### src/rtl/uart_pkg.sv
// Shared types and constants for the UART receive path.
// The PARITY state is only reachable when UART_RCVR_PARITY_EN is defined.
package uart_pkg;

    localparam int OVERSAMPLE  = 16;
    localparam int DATA_BITS   = 8;
    localparam int SYNC_STAGES = 2;

    typedef enum logic [2:0] {
        IDLE,
        START,
        DATA,
        PARITY,
        STOP
    } rx_state_t;

    // Clocks per oversample tick; integer truncation is intended.
    function automatic int calc_div(input int clkfreq, input int baud);
        return clkfreq / (baud * OVERSAMPLE);
    endfunction

endpackage

### src/rtl/uart_baud16.sv
// Free-running 16x-baud tick generator: one-cycle pulse every DIV clocks.
module uart_baud16
    import uart_pkg::*;
#(
    parameter int CLKFREQ = 100_000_000,
    parameter int BAUD    = 9600
) (
    input  logic clk,
    input  logic rst_n,
    output logic tick
);

    localparam int DIV = calc_div(CLKFREQ, BAUD);
    localparam int CW  = (DIV < 2) ? 1 : $clog2(DIV);

    if (DIV < 2) begin : g_div_check
        $error("uart_baud16: CLKFREQ/(BAUD*16) must be at least 2");
    end

    logic [CW-1:0] r_cnt;
    logic          w_wrap;

    assign w_wrap = (r_cnt == CW'(DIV - 1));
    assign tick   = w_wrap;

    always_ff @(posedge clk or negedge rst_n) begin
        if (!rst_n) begin
            r_cnt <= '0;
        end else if (w_wrap) begin
            r_cnt <= '0;
        end else begin
            r_cnt <= r_cnt + 1'b1;
        end
    end

endmodule

### src/rtl/uart_rcvr.sv
// 16x-oversampling 8N1 UART receiver with valid/ack byte handoff, framing and overrun flags.
// Define UART_RCVR_PARITY_EN for an even-parity bit after the data and a perr output.
module uart_rcvr
    import uart_pkg::*;
#(
    parameter int CLKFREQ = 100_000_000,
    parameter int BAUD    = 9600
) (
    input  logic       clk,
    input  logic       rst_n,
    input  logic       rxd,
    input  logic       ack,
    output logic [7:0] data,
    output logic       valid,
    output logic       ferr,
    output logic       ovf
`ifdef UART_RCVR_PARITY_EN
    ,
    output logic       perr
`endif
);

    localparam logic [3:0] TC_MID  = 4'(OVERSAMPLE / 2 - 1);
    localparam logic [3:0] TC_LAST = 4'(OVERSAMPLE - 1);
    localparam logic [2:0] BC_LAST = 3'(DATA_BITS - 1);
`ifdef UART_RCVR_PARITY_EN
    localparam rx_state_t POST_DATA = PARITY;
`else
    localparam rx_state_t POST_DATA = STOP;
`endif

    logic [SYNC_STAGES-1:0] r_sync;
    logic                   w_rxd_s;
    logic                   w_tick;

    rx_state_t              r_state, w_state_nxt;
    logic [3:0]             r_tcnt, w_tcnt_nxt;
    logic [2:0]             r_bcnt, w_bcnt_nxt;
    logic [DATA_BITS-1:0]   r_shift, w_shift_nxt;
    logic                   r_brk, w_brk_nxt;
    logic                   w_deliver;

    logic [DATA_BITS-1:0]   r_data;
    logic                   r_valid;
    logic                   r_ferr;
    logic                   r_ovf;
`ifdef UART_RCVR_PARITY_EN
    logic                   r_pbad, w_pbad_nxt;
    logic                   r_perr;
`endif

    uart_baud16 #(
        .CLKFREQ (CLKFREQ),
        .BAUD    (BAUD)
    ) u_baud16 (
        .clk   (clk),
        .rst_n (rst_n),
        .tick  (w_tick)
    );

    always_ff @(posedge clk or negedge rst_n) begin
        if (!rst_n) begin
            r_sync <= '1;
        end else begin
            r_sync <= {r_sync[SYNC_STAGES-2:0], rxd};
        end
    end

    assign w_rxd_s = r_sync[SYNC_STAGES-1];

    always_ff @(posedge clk or negedge rst_n) begin
        if (!rst_n) begin
            r_state <= IDLE;
            r_tcnt  <= '0;
            r_bcnt  <= '0;
            r_shift <= '0;
            r_brk   <= 1'b0;
`ifdef UART_RCVR_PARITY_EN
            r_pbad  <= 1'b0;
`endif
        end else begin
            r_state <= w_state_nxt;
            r_tcnt  <= w_tcnt_nxt;
            r_bcnt  <= w_bcnt_nxt;
            r_shift <= w_shift_nxt;
            r_brk   <= w_brk_nxt;
`ifdef UART_RCVR_PARITY_EN
            r_pbad  <= w_pbad_nxt;
`endif
        end
    end

    always_comb begin
        w_state_nxt = r_state;
        w_tcnt_nxt  = r_tcnt;
        w_bcnt_nxt  = r_bcnt;
        w_shift_nxt = r_shift;
        w_brk_nxt   = r_brk;
        w_deliver   = 1'b0;
`ifdef UART_RCVR_PARITY_EN
        w_pbad_nxt  = r_pbad;
`endif
        case (r_state)
            IDLE: begin
                if (w_tick && !w_rxd_s) begin
                    w_state_nxt = START;
                    w_tcnt_nxt  = '0;
                end
            end
            START: begin
                if (w_tick) begin
                    if (r_tcnt == TC_MID) begin
                        if (w_rxd_s) begin
                            w_state_nxt = IDLE;
                        end else begin
                            w_state_nxt = DATA;
                            w_tcnt_nxt  = '0;
                            w_bcnt_nxt  = '0;
                        end
                    end else begin
                        w_tcnt_nxt = r_tcnt + 4'd1;
                    end
                end
            end
            DATA: begin
                // tcnt wraps to 0 on the sample tick, keeping later samples at mid-bit
                if (w_tick) begin
                    w_tcnt_nxt = r_tcnt + 4'd1;
                    if (r_tcnt == TC_LAST) begin
                        w_shift_nxt = {w_rxd_s, r_shift[DATA_BITS-1:1]};
                        w_bcnt_nxt  = r_bcnt + 3'd1;
                        if (r_bcnt == BC_LAST) begin
                            w_state_nxt = POST_DATA;
                        end
                    end
                end
            end
`ifdef UART_RCVR_PARITY_EN
            PARITY: begin
                if (w_tick) begin
                    w_tcnt_nxt = r_tcnt + 4'd1;
                    if (r_tcnt == TC_LAST) begin
                        w_pbad_nxt  = ^{r_shift, w_rxd_s};
                        w_state_nxt = STOP;
                    end
                end
            end
`endif
            STOP: begin
                // A low stop bit parks here until the line idles so a break yields one byte
                if (r_brk) begin
                    if (w_rxd_s) begin
                        w_brk_nxt   = 1'b0;
                        w_state_nxt = IDLE;
                    end
                end else if (w_tick) begin
                    w_tcnt_nxt = r_tcnt + 4'd1;
                    if (r_tcnt == TC_LAST) begin
                        w_deliver = 1'b1;
                        if (w_rxd_s) begin
                            w_state_nxt = IDLE;
                        end else begin
                            w_brk_nxt = 1'b1;
                        end
                    end
                end
            end
            default: begin
                w_state_nxt = IDLE;
            end
        endcase
    end

    // ack on the held byte takes priority, so a coincident delivery replaces it
    always_ff @(posedge clk or negedge rst_n) begin
        if (!rst_n) begin
            r_data  <= '0;
            r_valid <= 1'b0;
            r_ferr  <= 1'b0;
            r_ovf   <= 1'b0;
`ifdef UART_RCVR_PARITY_EN
            r_perr  <= 1'b0;
`endif
        end else if (w_deliver && (!r_valid || ack)) begin
            r_data  <= r_shift;
            r_ferr  <= !w_rxd_s;
            r_valid <= 1'b1;
            r_ovf   <= 1'b0;
`ifdef UART_RCVR_PARITY_EN
            r_perr  <= r_pbad;
`endif
        end else if (w_deliver) begin
            r_ovf <= 1'b1;
        end else if (ack && r_valid) begin
            r_valid <= 1'b0;
            r_ovf   <= 1'b0;
        end
    end

    assign data  = r_data;
    assign valid = r_valid;
    assign ferr  = r_ferr;
    assign ovf   = r_ovf;
`ifdef UART_RCVR_PARITY_EN
    assign perr  = r_perr;
`endif

endmodule

### config.mk
export PLATFORM = sky130hd
export DESIGN_NAME = uart_rcvr
export DESIGN_NICKNAME = d
export VERILOG_FILES = /design/src/rtl/uart_pkg.sv /design/src/rtl/uart_baud16.sv /design/src/rtl/uart_rcvr.sv
export SDC_FILE = /design/constraint.sdc
export NUM_CORES = 1
export LEC_CHECK = 0
export CAP_MARGIN = 20
export CORE_AREA = 4 4 81 83
export CTS_BUF_LIST = sky130_fd_sc_hd__clkbuf_8
export DETAILED_ROUTE_END_ITERATION = 10
export DIE_AREA = 0 0 85 87
export PLACE_DENSITY = 0.5
export SLEW_MARGIN = 20
export SYNTH_ARGS = -nofsm -noshare
export SYNTH_HDL_FRONTEND = slang
export SYNTH_HIERARCHICAL = 1
export SYNTH_SLANG_ARGS = --single-unit
### constraint.sdc
create_clock -name clk -period 3.2 [get_ports clk]
set_input_delay 0.32 -clock clk [delete_from_list [all_inputs] [get_ports clk]]
set_output_delay 0.32 -clock clk [all_outputs]
set_load 0.1 [all_outputs]
==> results.yml, run 1 <==
status:
  status: "complete, no violations"
route:
  dr.max_layer_used: "met4"
  first_pass_iters: 4
  met2_length_um: 1818
  drt-vias-per-instance: 5.256
  drt_iter0_drc: 36
  wl_met1_um: 1738
  antenna_left: 0
  wl_per_cell_um: 14.54
  drc: 0
  routed_wl_um: 3694
  dr_wl_met3_um: 97
  num_vias: 1335
synth:
  muxShareOfSynthArea: 0.1230
  synth_top_area_frac: 0.5019
  synth_xor_area_frac: 0.03074
  syn_nets: 171
  syn-mean-instance-area_sq_um: 12.31
  synth_cell_types: 48
  synth-simple-area-share: 0.1581
  yosys_warnings: 6
  synth_seq_area_share: 0.5282
  synthCells: 162
  synth_fa_ha_area_frac: 0.03137
  post-synth-top-count-cell: "dfrtp_1"
  synth_top_area_cell: "dfrtp_1"
  ys_top_cells_by_area: "dfrtp_1 (50%), mux2_2 (11%), ha_1 (3.1%), dfstp_2 (2.6%), xnor2_1 (2.6%)"
  synth_top_family_by_area: "simple AND/OR/NAND/NOR gates"
  synthArstFlopShare: 1.000
  ys.flop_type: "dfrtp_1"
  synth_compound_area_frac: 0.1023
  synth_area_sq_um: 1994
  ys_ff_latch: 42
  synthTopCellsByCount: "dfrtp_1 (40), mux2_2 (20), nor2_1 (8)"
  synth-edff-count: 0
clock_tree:
  cts.repair.resized: 0
  cts_tree: "built"
  cts-root-buf: "clkbuf_8"
  clockBufferDepth: 2
  cts_sinks: 42
  clkTransAtPathRegs_ns: 0.08
  post_cts_buffers: 0
  clkLatencyLatePin_ns: 0.29
  cts_max_level: 2
  cts_made_buffers: 5
  cts_hold_buf: 0
global_routing:
  overflow: 0
  grt_pass1_vias: 1413
  grt_first_pass_wirelength_um: 6713
  grt_max_degree: 43
  grtUsageTotal: 0.1126
  antenna_found_initial: 0
timing:
  drv_slew: 0
  setup_viol: 0
  hold_viol: 0
  fmax_mhz: 376.6
  rsz0062_at_grt: "false"
  worst-slew-pin-transition_ns: 0.9745
  period_minus_slack_ns: 2.655
  layout_setup_ws_ns: 0.5445
  fin_skew_ns: 0.002797
  whs_ns: 0.1672
  maxSlewHeadroom: 0.3483
  finalCritPeriodShare: 0.8298
  final.setup.tns_ns: 0
setup_path:
  reg2reg_from: "u_baud16/r_cnt[0]"
  max_stage_delay_ns: 0.44
  crit_chain: "inv_1, ha_1, or3b_1, nor4_4, and3_1, nand4b_1, a21oi_4, mux2_2"
  crit_required_ns: 3.38
  cp_top_family: "simple AND/OR/NAND/NOR gates"
  cp.arrival_ns: 2.83
  worst-path-buf-inv: 1
  startpoint: "u_baud16/r_cnt[0]"
  worstSetupStartpointType: "flop"
  critical_path_class: "flop to flop"
  crit_path_top_delay_cell: "dfrtp_1"
  cp-end-kind: "flop"
  critPathMaxFanout: 9
die:
  core_area_sq_um: 5851
  row_count: 28
  io_pins: 15
  dieArea_sq_um: 7395
  start_util: 0.3409
  die_h_um: 87
  die_x_um: 85
placed_design:
  io_buffers: 14
  gp_congestion: 0.7788
  place_ws_ns: 0.5261
  dp_hpwl_um: 2632
pwr:
  peakVddDrop_mv: 0.1998
  pwr_density_cell_nw_per_um2: 401.8
  p_leak_nw: 1.027
run:
  maxCapViolCount: 0
final_layout:
  layout-drive-gt1-share: 0.2458
  diodes: 0
  nNetsFinal: 187
  area_delta_synth_final_pct: 15.31
worst_hold_path:
  hold_path.class: "input port to asynchronous set/reset pin"
[area by class of cell]
cell class	instances	area [sq um]
Sequential cell	42	1054
Timing Repair Buffer	15	142.6
Tap cell	75	93.84
Clock inverter	2	16.27
Fill cell	560	3551
Multi-Input combinational cell	108	888.4
Clock buffer	6	82.58
Inverter	6	22.52
[through the flow]
stage                     std cells  area (sq um)  total power [mW]  utilization
final                           254          2300            0.9239       0.3931
after global routing            254          2300            0.9704       0.3931
after global placement          246          2201            0.5737       0.3762
after floorplan                 162          1994            0.5568            -
after detailed placement        246          2201            0.5746       0.3762
after CTS                       254          2300            0.9417       0.3931
[report_power, final]
part	internal [mW]	switching, mW
combinational	0.00580	0.0207
sequential	0.534	0.00260
clock	0.178	0.184
[kinds of logic after synthesis]
logic type                 count (synthesis)
muxes                                     22
and+or+nand+nor                           47
buffers and inverters                     12
adders and majority gates                  5
DFF                                       42
AOI/OAI and AO/OA                         27
xor gates and xnor gates                   7
[state kept, by name, indices dropped and copies added (netlist names)]
name / flops
r_bcnt: 3
r_sync: 2
ovf: 1
valid: 1
u_baud16/r_cnt: 10
r_shift: 8
r_state: 3
data: 8
ferr: 1
r_tcnt: 4
r_brk: 1
[cell usage in the layout (no fill, tap or decap), types with 2 or more instances in the layout]
cell type,Yosys,layout
dfrtp_1,40,40
nor3b_2,2,2
nor2_1,8,8
mux2i_1,2,2
clkbuf_8,0,6
a21oi_1,5,5
and3_1,3,3
ha_1,5,5
nor4b_1,2,2
a22o_1,3,3
xnor2_1,6,6
nand2_1,6,6
o21ai_0,5,5
clkdlybuf4s50_1,0,13
nand3_1,6,6
nor3b_1,2,2
inv_1,6,6
mux2_2,20,20
nor3_1,2,2
a31oi_1,3,3
o2bb2ai_1,2,2
or3_1,2,2
dfstp_2,2,2
[path summary, 6_finish.rpt]
kind	to	slack (ns)	cells after the start
worst max-delay path	data[4]	0.54	8
worst min-delay path	r_tcnt[2]	0.17	1
worst max register to register	data[4]	0.54	8
worst min register to register	r_sync[1]	0.36	0
max in group asynchronous	data[1]	2.45	1
min in group clk	r_sync[1]	0.36	0
[worst reg2reg max path, delay by kind of cell (launching register included)]
family / cells / cell delay [ns]
AND/OR/NAND/NOR: 4 / 1.16
flip-flops: 1 / 0.44
multiplexers: 1 / 0.38
AO/OA/AOI/OAI: 1 / 0.37
adder cells (fa/ha/maj): 1 / 0.13
buffers and inverters: 1 / 0.08
[routing by layer]
metal,up-vias,GRT usage
met5,-,0
met1,699,0.1440
met3,4,0.03311
met4,0,0.03885
met2,14,0.1822
li1,618,-
Note: power is estimated with default switching activity, not from simulation.
==> inputs of run 2 (changes only) <==
==> constraint.sdc (replaced) <==
create_clock -name clk -period 2.6 [get_ports clk]
set_input_delay 0.26 -clock clk [delete_from_list [all_inputs] [get_ports clk]]
set_output_delay 0.26 -clock clk [all_outputs]
set_load 0.1 [all_outputs]
==> results.yml, run 2 (synthesis results as in run 1) <==
status:
  status: "complete, no violations"
final_layout:
  layout_commonest_cell: "dfrtp_1"
  area_delta_synth_final_pct: 16.75
  regMostFlops: "u_baud16/r_cnt"
  diodes: 0
  largest_reg_flops: 10
  nNetsFinal: 193
  final_cells: 260
  final_cell_mix: "dfrtp_1 (40), mux2_2 (20), buf_4 (18)"
  final_area_sq_um: 2328
  layout-drive-gt1-share: 0.3243
placed_design:
  dpl.cell_count: 250
  place_ws_ns: 0.1220
  dp_hpwl_um: 2576
  gp_congestion: 0.7580
  dpl-instance-area_sq_um: 2203
  io_buffers: 14
setup_path:
  cp.arrival_ns: 2.65
  cp_top_family: "simple AND/OR/NAND/NOR gates"
  worstSetupStartpointType: "flop"
  critical_path_class: "flop to flop"
  critPathMaxFanout: 10
  max_stage_delay_ns: 0.45
  crit_path_top_delay_cell: "or4b_1"
  cp-end-kind: "flop"
  worst-path-buf-inv: 2
  crit_chain: "inv_1, ha_1, or3b_1, nor4_4, buf_4, or4b_1, nand3_1, nand3_2, a2111oi_2"
  crit_required_ns: 2.78
route:
  num_vias: 1299
  drt_iter0_drc: 104
  antenna_left: 0
  routed_wl_um: 3623
  wl_per_cell_um: 13.93
  drt-vias-per-instance: 4.996
  first_pass_iters: 4
  drc: 0
clock_tree:
  clockBufferDepth: 2
  cts.repair.resized: 0
  clkTransAtPathRegs_ns: 0.08
  cts_tree: "built"
  cts_max_level: 2
  cts_sinks: 42
  cts-root-buf: "clkbuf_8"
  cts_made_buffers: 5
  clkLatencyLatePin_ns: 0.29
die:
  start_util: 0.3409
  io_pins: 15
  die_h_um: 87
  die_x_um: 85
  core_area_sq_um: 5851
  dieArea_sq_um: 7395
  row_count: 28
pwr:
  p_leak_nw: 1.086
  intPower_mw: 0.9459
  combPwrFrac: 0.027
  clkPwrFrac: 0.420
  p_sw_frac: 0.2064
  seqPwrFrac: 0.553
  power.switching_mw: 0.2461
  peakVddDrop_mv: 0.1983
  pwr_density_cell_nw_per_um2: 511.9
timing:
  fmax_mhz: 406.1
  period_minus_slack_ns: 2.462
  fin_skew_ns: 0.006817
  setup_viol: 0
  worst-slew-pin-transition_ns: 0.9178
  final.setup.tns_ns: 0
  layout_setup_ws_ns: 0.1376
  rsz0062_at_grt: "true"
  drv_slew: 0
  maxSlewHeadroom: 0.3881
  hold_viol: 0
  finalCritPeriodShare: 0.9471
global_routing:
  overflow: 0
  grt_most_used_layer: "met2"
  gr-usage-met3: 0.03217
  grt_first_pass_wirelength_um: 6175
  grt_max_degree: 43
  grtUsageTotal: 0.1036
  grt_pass1_vias: 1266
  grtUsageMet1: 0.1380
  gr-usage-met2: 0.1645
  antenna_found_initial: 0
run:
  maxCapViolCount: 0
worst_hold_path:
  hold_path.class: "input port to asynchronous set/reset pin"
## run 2: changes by cell type in the layout (fill, tap and decap cells not counted)
cell             previous run  this run
inv_1                       6         7
bufinv_16                   0         1
clkbuf_8                    6         5
inv_6                       1         0
clkdlybuf4s50_1            13         2
buf_4                       1        18
## run 2: worst paths after layout
kind                       cells after the start               from  slack [ns]                end
min in group clk                               0          r_sync[0]        0.36          r_sync[1]
max reg2reg                                    9  u_baud16/r_cnt[0]        0.14         r_state[0]
min reg2reg                                    0          r_sync[0]        0.36          r_sync[1]
max in group asynchronous                      1              rst_n        1.93         r_state[2]
min                                            1              rst_n        0.10  u_baud16/r_cnt[4]
max                                            9  u_baud16/r_cnt[0]        0.14         r_state[0]
## run 2: timing repair
action | CTS | global route
setup endpoints to repair | 0 | 14
buffers inserted | 0 | 2
hold endpoints to repair | 0 | 0
hold buffers | 0 | 0
## run 2: metal layers
| layer | share of wire | vias to the layer above | routed length [um] |
|---|---|---|---|
| li1 | - | 634 | - |
| met5 | 0 | - | 0 |
| met3 | 0.039 | 4 | 142 |
| met4 | 0.0099 | 0 | 36 |
| met2 | 0.46 | 18 | 1662 |
| met1 | 0.49 | 643 | 1781 |
## run 2: final cells by class
class	instances	area, sq um
Fill cell	549	3522
Sequential cell	42	1054
Multi-Input combinational cell	108	888.4
Timing Repair Buffer	21	160.2
Tap cell	75	93.84
Clock buffer	5	68.82
Clock inverter	3	41.29
Inverter	6	22.52
## run 2: through the flow
stage          power, mW  hold WS, ns  utilization
3_3_place_gp      0.7057       0.3467       0.3766
4_1_cts            1.218       0.1378       0.3954
3_5_place_dp      0.7059       0.3472       0.3766
6_report           1.192       0.1005       0.3980
2_1_floorplan     0.6853     -0.03559            -
5_1_grt            1.247       0.1906       0.3980
## run 2: power groups by stage
stage               Clock [mW]  Sequential, mW  Combinational (mW)
floorplan                    0           0.680             0.00552
global placement             0           0.673              0.0330
detailed placement           0           0.673              0.0332
CTS                      0.525           0.660              0.0333
global route             0.551           0.660              0.0359
finish                   0.501           0.660              0.0317
==> inputs of run 3 (changes only) <==
--- a/config.mk
+++ b/config.mk
@@ -11,7 +11,8 @@
 export DETAILED_ROUTE_END_ITERATION = 10
 export DIE_AREA = 0 0 85 87
 export PLACE_DENSITY = 0.5
-export SLEW_MARGIN = 20
+export REMOVE_ABC_BUFFERS = 1
+export SLEW_MARGIN = 10
 export SYNTH_ARGS = -nofsm -noshare
 export SYNTH_HDL_FRONTEND = slang
 export SYNTH_HIERARCHICAL = 1
==> results.yml, run 3 (synthesis results as in run 1) <==
timing:
  fin_skew_ns: 0.005990
  rsz0062_at_grt: "false"
  whs_ns: 0.09262
  drv_slew: 0
  finalCritPeriodShare: 0.9332
  fmax_mhz: 412.1
  worst-slew-pin-transition_ns: 0.9098
  hold_viol: 0
  period_minus_slack_ns: 2.426
  maxSlewHeadroom: 0.3935
  setup_viol: 0
route:
  drt_iter0_drc: 59
  routed_wl_um: 3665
  drt-vias-per-instance: 5.011
  num_vias: 1318
  drc: 0
  antenna_left: 0
  first_pass_iters: 4
  wl_per_cell_um: 13.94
die:
  dieArea_sq_um: 7395
  start_util: 0.3409
  core_area_sq_um: 5851
  row_count: 28
  die_h_um: 87
  io_pins: 15
  die_x_um: 85
clock_tree:
  cts_made_buffers: 5
  clkLatencyLatePin_ns: 0.29
  cts-root-buf: "clkbuf_8"
  cts_tree: "built"
  cts_max_level: 2
  clockBufferDepth: 2
  cts_sinks: 42
  clkTransAtPathRegs_ns: 0.08
final_layout:
  layout-drive-gt1-share: 0.3404
  area_delta_synth_final_pct: 18.38
  diodes: 0
  nNetsFinal: 196
  final_cells: 263
  layout_commonest_cell: "dfrtp_1"
  regMostFlops: "u_baud16/r_cnt"
  final_cell_mix: "dfrtp_1 (40), mux2_2 (20), buf_4 (19)"
  largest_reg_flops: 10
placed_design:
  io_buffers: 14
  gp_congestion: 0.8596
  dp_hpwl_um: 2521
  dpl.cell_count: 252
setup_path:
  crit_required_ns: 2.79
  worstSetupStartpointType: "flop"
  cp-end-kind: "flop"
  critical_path_class: "flop to flop"
  critPathMaxFanout: 10
  cp.arrival_ns: 2.62
global_routing:
  grtUsageTotal: 0.1050
  grt_max_degree: 43
  antenna_found_initial: 0
  grt_pass1_vias: 1331
  grt_first_pass_wirelength_um: 6216
  overflow: 0
pwr:
  intPower_mw: 0.8768
  pwr_density_cell_nw_per_um2: 477.2
  combPwrFrac: 0.029
  power.switching_mw: 0.2500
  p_leak_nw: 1.090
  clkPwrFrac: 0.385
  seqPwrFrac: 0.586
  p_sw_frac: 0.2219
  peakVddDrop_mv: 0.2285
  power_mw: 1.127
run:
  maxCapViolCount: 0
worst_hold_path:
  hold_path.class: "input port to asynchronous set/reset pin"
status:
  status: "complete, no violations"
[run 3: path summary, 6_finish.rpt]
path	start	endpoint	slack, ns	cells after the start
min	rst_n	r_tcnt[2]	0.09	1
max in group asynchronous	rst_n	r_shift[6]	1.93	1
max	u_baud16/r_cnt[0]	r_state[0]	0.17	9
max reg2reg	u_baud16/r_cnt[0]	r_state[0]	0.17	9
min in group clk	r_sync[0]	r_sync[1]	0.36	0
min reg2reg	r_sync[0]	r_sync[1]	0.36	0
[run 3: power by group through the flow]
stage | combinational (mW) | sequential (mW) | clock, mW
2_1_floorplan | 0.00393 | 0.681 | 0
3_3_place_gp | 0.0327 | 0.673 | 0
3_5_place_dp | 0.0333 | 0.673 | 0
4_1_cts | 0.0332 | 0.660 | 0.460
5_1_grt | 0.0369 | 0.661 | 0.486
6_report | 0.0325 | 0.660 | 0.434
[run 3: metrics by stage]
stage               setup TNS (ns)  utilization  setup WS (ns)  instance area (sq um)
floorplan                  -0.5537            -       -0.06922                   1964
detailed placement               0       0.3792        0.08898                   2218
CTS                              0       0.3954        0.07459                   2313
finish                           0       0.4036         0.1736                   2361
global placement                 0       0.3792         0.1446                   2218
global route                     0       0.4036        0.02251                   2361
[run 3: final cells by class]
type                       instances  area [sq um]
fill                             571          3490
clock inverter                     2         12.51
tap                               75         93.84
timing repair buffer              23         178.9
sequential                        42          1054
multi-input combinational        109         917.1
clock buffer                       6         82.58
inverter                           6         22.52
[run 3: timing repair]
item | CTS | global route
setup endpoints to repair | 0 | 9
hold buffers | 0 | 0
resized for setup | 0 | 3
setup buffers | 0 | 2
endpoints found under the hold margin | 0 | 0
[run 3: worst max-delay path, stage by stage, from the launching register on]
cell,delay (ns)
dfrtp_1,0.39
inv_1,0.06
ha_1,0.13
or3b_1,0.40
nor4_4,0.18
buf_6,0.18
or4b_1,0.44
nand3_1,0.09
nand3_2,0.11
a2111oi_4,0.35
[run 3: per-layer routing]
layer,global-route usage,routed length [um],vias to the layer above
met3,0.03027,120,6
met4,0.04460,59,0
li1,-,-,648
met1,0.1250,1700,652
met2,0.1773,1785,12
met5,0,0,-
==> RTL change 1, RTL diff (config.mk and constraints of run 2) <==
Take the reset off `r_shift` and load it in a clocked block of its own.
--- a/src/rtl/uart_rcvr.sv
+++ b/src/rtl/uart_rcvr.sv
@@ -74,5 +74,4 @@
             r_tcnt  <= '0;
             r_bcnt  <= '0;
-            r_shift <= '0;
             r_brk   <= 1'b0;
 `ifdef UART_RCVR_PARITY_EN
@@ -83,5 +82,4 @@
             r_tcnt  <= w_tcnt_nxt;
             r_bcnt  <= w_bcnt_nxt;
-            r_shift <= w_shift_nxt;
             r_brk   <= w_brk_nxt;
 `ifdef UART_RCVR_PARITY_EN
@@ -89,4 +87,8 @@
 `endif
         end
+    end
+
+    always_ff @(posedge clk) begin
+        r_shift <= w_shift_nxt;
     end
 
Formal check against the unedited RTL: no difference found for any inputs over 10 cycles, from zero or initial values and one cycle with rst_n low; that may be too few to reach the edited logic, so the function may still have changed.
==> RTL change 1 against run 2 <==
- routed wire length rose by 7.3%
- area after synthesis down 0.31%
- worst setup slack improved by 0.011 ns
- total power is 10% higher
- sequential cell count unchanged
- clock skew is 0.0022 ns higher
- design area up 4.7%
==> RTL change 1: results (changes against run 2) <==
- Placed cell area: 2270 um2 (+3.0%)
- Maximum fanout along the worst path: 4 (-6)
- Yosys cell types: 46 (-4.2%)
- Register area share after synthesis: 55.0% (+2.2 points)
- Worst Hold Class: flop to flop
- Met3 WL post-DR: 125 um (-12%)
- Grt met3 use: 3.31% (+0.095 points)
- Critical Path End: data[0]$_DFFE_PN0P_
- WL/cell: 14.1 um (+1.5%)
- DP HPWL: 2740 um (+6.2%)
- Nets: 208 (+7.8%)
- Worst hold margin: 0.359 ns (+0.259 ns)
- DP Cell Count: 263 (+5.2%)
- Number of synthesized flops with an enable pin: 8 (+8)
- GRT Util Overall: 11.2% (+0.88 points)
- Leakage power: 1.08 nW (-0.70%)
- P per Cell Area: 538 nW/um2 (+5.0%)
- Design Area, Final: 2440 um2 (+4.7%)
- Syn Inst Count: 166 (+2.5%)
- Iter 0 DRT Violations: 37 (-64%)
- Global routing usage on met1: 14.2% (+0.42 points)
- Vias per cell: 4.98 (-0.36%)
- Vias in the first global route: 1,415 (+12%)
- Status: complete, no violations
- Routed WL: 3890 um (+7.3%)
-- RTL change 1: cell count changes after synthesis, moves of 4 or more --
cell / change
mux2_2: -10
dfrtp_1: -8
edfxtp_1: +8
nand2b_1: +6
nor2_1: +4
-- RTL change 1: cell type report --
type / instances / share of cell area, %
multi-input combinational: 115 / 35.5
tap: 75 / 3.85
sequential: 42 / 44.9
timing repair buffer: 29 / 9.24
inverter: 6 / 0.924
clock buffer: 5 / 2.82
clock inverter: 3 / 2.82
-- RTL change 1: kinds of logic after synthesis --
kind of cell             share of synthesized area (%)
XOR/XNOR                                          3.52
AO/OA/AOI/OAI                                     12.1
buffers and inverters                             2.08
AND/OR/NAND/NOR                                   16.9
flip-flops                                        55.0
adder cells (fa/ha/maj)                           3.15
multiplexers                                      7.17
-- RTL change 1: critical path, cell delays in order (launching register included) --
cell and delay [ns]:
dfrtp_1 0.38, inv_1 0.06, ha_1 0.12, or3b_4 0.39
nor4_4 0.17, nand4_1 0.15, or4_4 0.49, a21oi_2 0.24
mux2_2 0.37
==> RTL change 2, RTL diff (flow settings as in run 2) <==
Made on the original files. `CLKFREQ` is set to 100_000_000 in 2 places; all go to 50_000_000.
--- a/src/rtl/uart_baud16.sv
+++ b/src/rtl/uart_baud16.sv
@@ -3,5 +3,5 @@
     import uart_pkg::*;
 #(
-    parameter int CLKFREQ = 100_000_000,
+    parameter int CLKFREQ = 50_000_000,
     parameter int BAUD    = 9600
 ) (
--- a/src/rtl/uart_rcvr.sv
+++ b/src/rtl/uart_rcvr.sv
@@ -4,5 +4,5 @@
     import uart_pkg::*;
 #(
-    parameter int CLKFREQ = 100_000_000,
+    parameter int CLKFREQ = 50_000_000,
     parameter int BAUD    = 9600
 ) (
Function: same outputs for any inputs over 10 cycles, from zero or initial values and one cycle with rst_n low; that may be too few to reach the edited logic, so the function may still have changed.
==> RTL change 2 against run 2 <==
- worst setup slack better by 0.21 ns
- sequential cell count is 1 lower
- sequential share of layout area is 1.4 points higher
- sequential power is 2% lower
- design area is 5.3% lower
- total power is 1.3% higher
- area after synthesis is 4.5% lower
- cell count is 4.2% lower
- utilization is 2.1 points lower
- fmax is 9.6% higher
- routed wire length is 4.5% lower
- critical path type unchanged
- largest cell class unchanged
- highest routed layer unchanged
==> RTL change 2: results (changes against run 2) <==
- Post-Place Worst Slack: 0.336 ns (+0.214 ns)
- Register area share after synthesis: 54.0% (+1.1 points)
- Final worst-path cycle share: 86.4% (-8.3 points)
- I/O Buffers: 14 (unchanged)
- GRT Util Overall: 10.4% (about the same)
- Adder-cell share of the synthesized area: 3.28% (+0.15 points)
- Layout cells sized above 1: 27.6% (-4.8 points)
- Most flop-heavy register: u_baud16/r_cnt
- Worst-skew pair later-pin latency: 0.29 ns (about the same)
- Leakage power: 1.03 nW (-5.5%)
- Synth Area in Compound Gates: 9.91% (-0.31 points)
- Post-Synth XOR/XNOR Area: 2.76% (-0.32 points)
- Vias per cell: 5.06 (+1.4%)
- Max reg flops: 9 (-1)
- Iter 0 DRT Violations: 65 (-38%)
- Yosys cell types: 41 (-15%)
- WL/cell: 13.9 um (-0.31%)
- Critical Path Slowest Stage Cell: dfrtp_1
- Vias in the first global route: 1,279 (+1.0%)
- Worst reg2reg setup slack: 0.35 ns (+0.21 ns)
- Peak supply drop: 299 uV (+51%)
- Gpl congestion: 0.759 (+0.12%)
- Critical path data arrival time: 2.43 ns (-0.22 ns)
- Multiplexer share of the synthesized area: 12.9% (+0.57 points)
- Max_slew headroom: 40.0% (+1.1 points)
- First-pass GRT wire length: 6120 um (-0.89%)
- Largest net degree at the start of global routing: 42 (-2.3%)
- DP HPWL: 2440 um (-5.2%)
- Syn avg cell area: 12.1 um2 (-1.4%)
- Clk_skew: 0.00591 ns (-0.000909 ns)
- DP Cell Count: 241 (-3.6%)
- Synth area leaders: dfrtp_1, mux2_2, ha_1
- Most instantiated cells after synthesis: dfrtp_1, mux2_2, nor2_1
- Mapped Nets: 166 (-2.9%)
- Placed cell area: 2080 um2 (-5.4%)
- Yosys warns: 6 (unchanged)
- Final Instance Count excl. Fillers: 249 (-4.2%)
- CP max stage delay: 0.42 ns (-0.03 ns)
- Worst hold margin: 0.0875 ns (-0.0131 ns)
- Status: complete, no violations
[RTL change 2: power by group]
part	internal, mW	switching, mW
sequential	0.641	0.00322
combinational	0.00668	0.0249
clock	0.312	0.219
total	0.960	0.247
[RTL change 2: routing by layer]
metal | vias up | part of all wire [%] | GRT usage (%)
li1 | 593 | - | -
met1 | 640 | 46 | 13.0
met2 | 24 | 49 | 17.2
met3 | 4 | 4.2 | 3.22
met4 | 0 | 1.0 | 3.02
met5 | - | 0 | 0
[RTL change 2: final cells by class]
| type | count | area [um2] |
|---|---|---|
| clock buffer | 6 | 82.6 |
| clock inverter | 2 | 37.5 |
| fill | 551 | 3650 |
| inverter | 7 | 26.3 |
| multi-input combinational | 103 | 821 |
| sequential | 41 | 1030 |
| tap | 75 | 93.8 |
| timing repair buffer | 15 | 115 |
[RTL change 2: worst register-to-register path, delay by kind of cell, from the launching register on]
| family | cells | cell delay (ns) |
|---|---|---|
| AOI/OAI and AO/OA | 1 | 0.38 |
| adders and majority gates | 1 | 0.14 |
| buffers and inverters | 1 | 0.07 |
| DFF | 1 | 0.42 |
| muxes | 1 | 0.38 |
| and+or+nand+nor | 4 | 0.76 |
[RTL change 2: worst paths after layout]
path                                                   from                     to  cells after the start
worst max-delay path            u_baud16/r_cnt[0]$_DFF_PN0_    data[4]$_DFFE_PN0P_                      8
worst min-delay path                                  rst_n  r_tcnt[0]$_DFFE_PN0P_                      1
worst max register to register  u_baud16/r_cnt[0]$_DFF_PN0_    data[4]$_DFFE_PN0P_                      8
worst min register to register          r_sync[0]$_DFF_PN1_    r_sync[1]$_DFF_PN1_                      0
max in group asynchronous                             rst_n      r_brk$_DFFE_PN0N_                      1
min in group clk                        r_sync[0]$_DFF_PN1_    r_sync[1]$_DFF_PN1_                      0
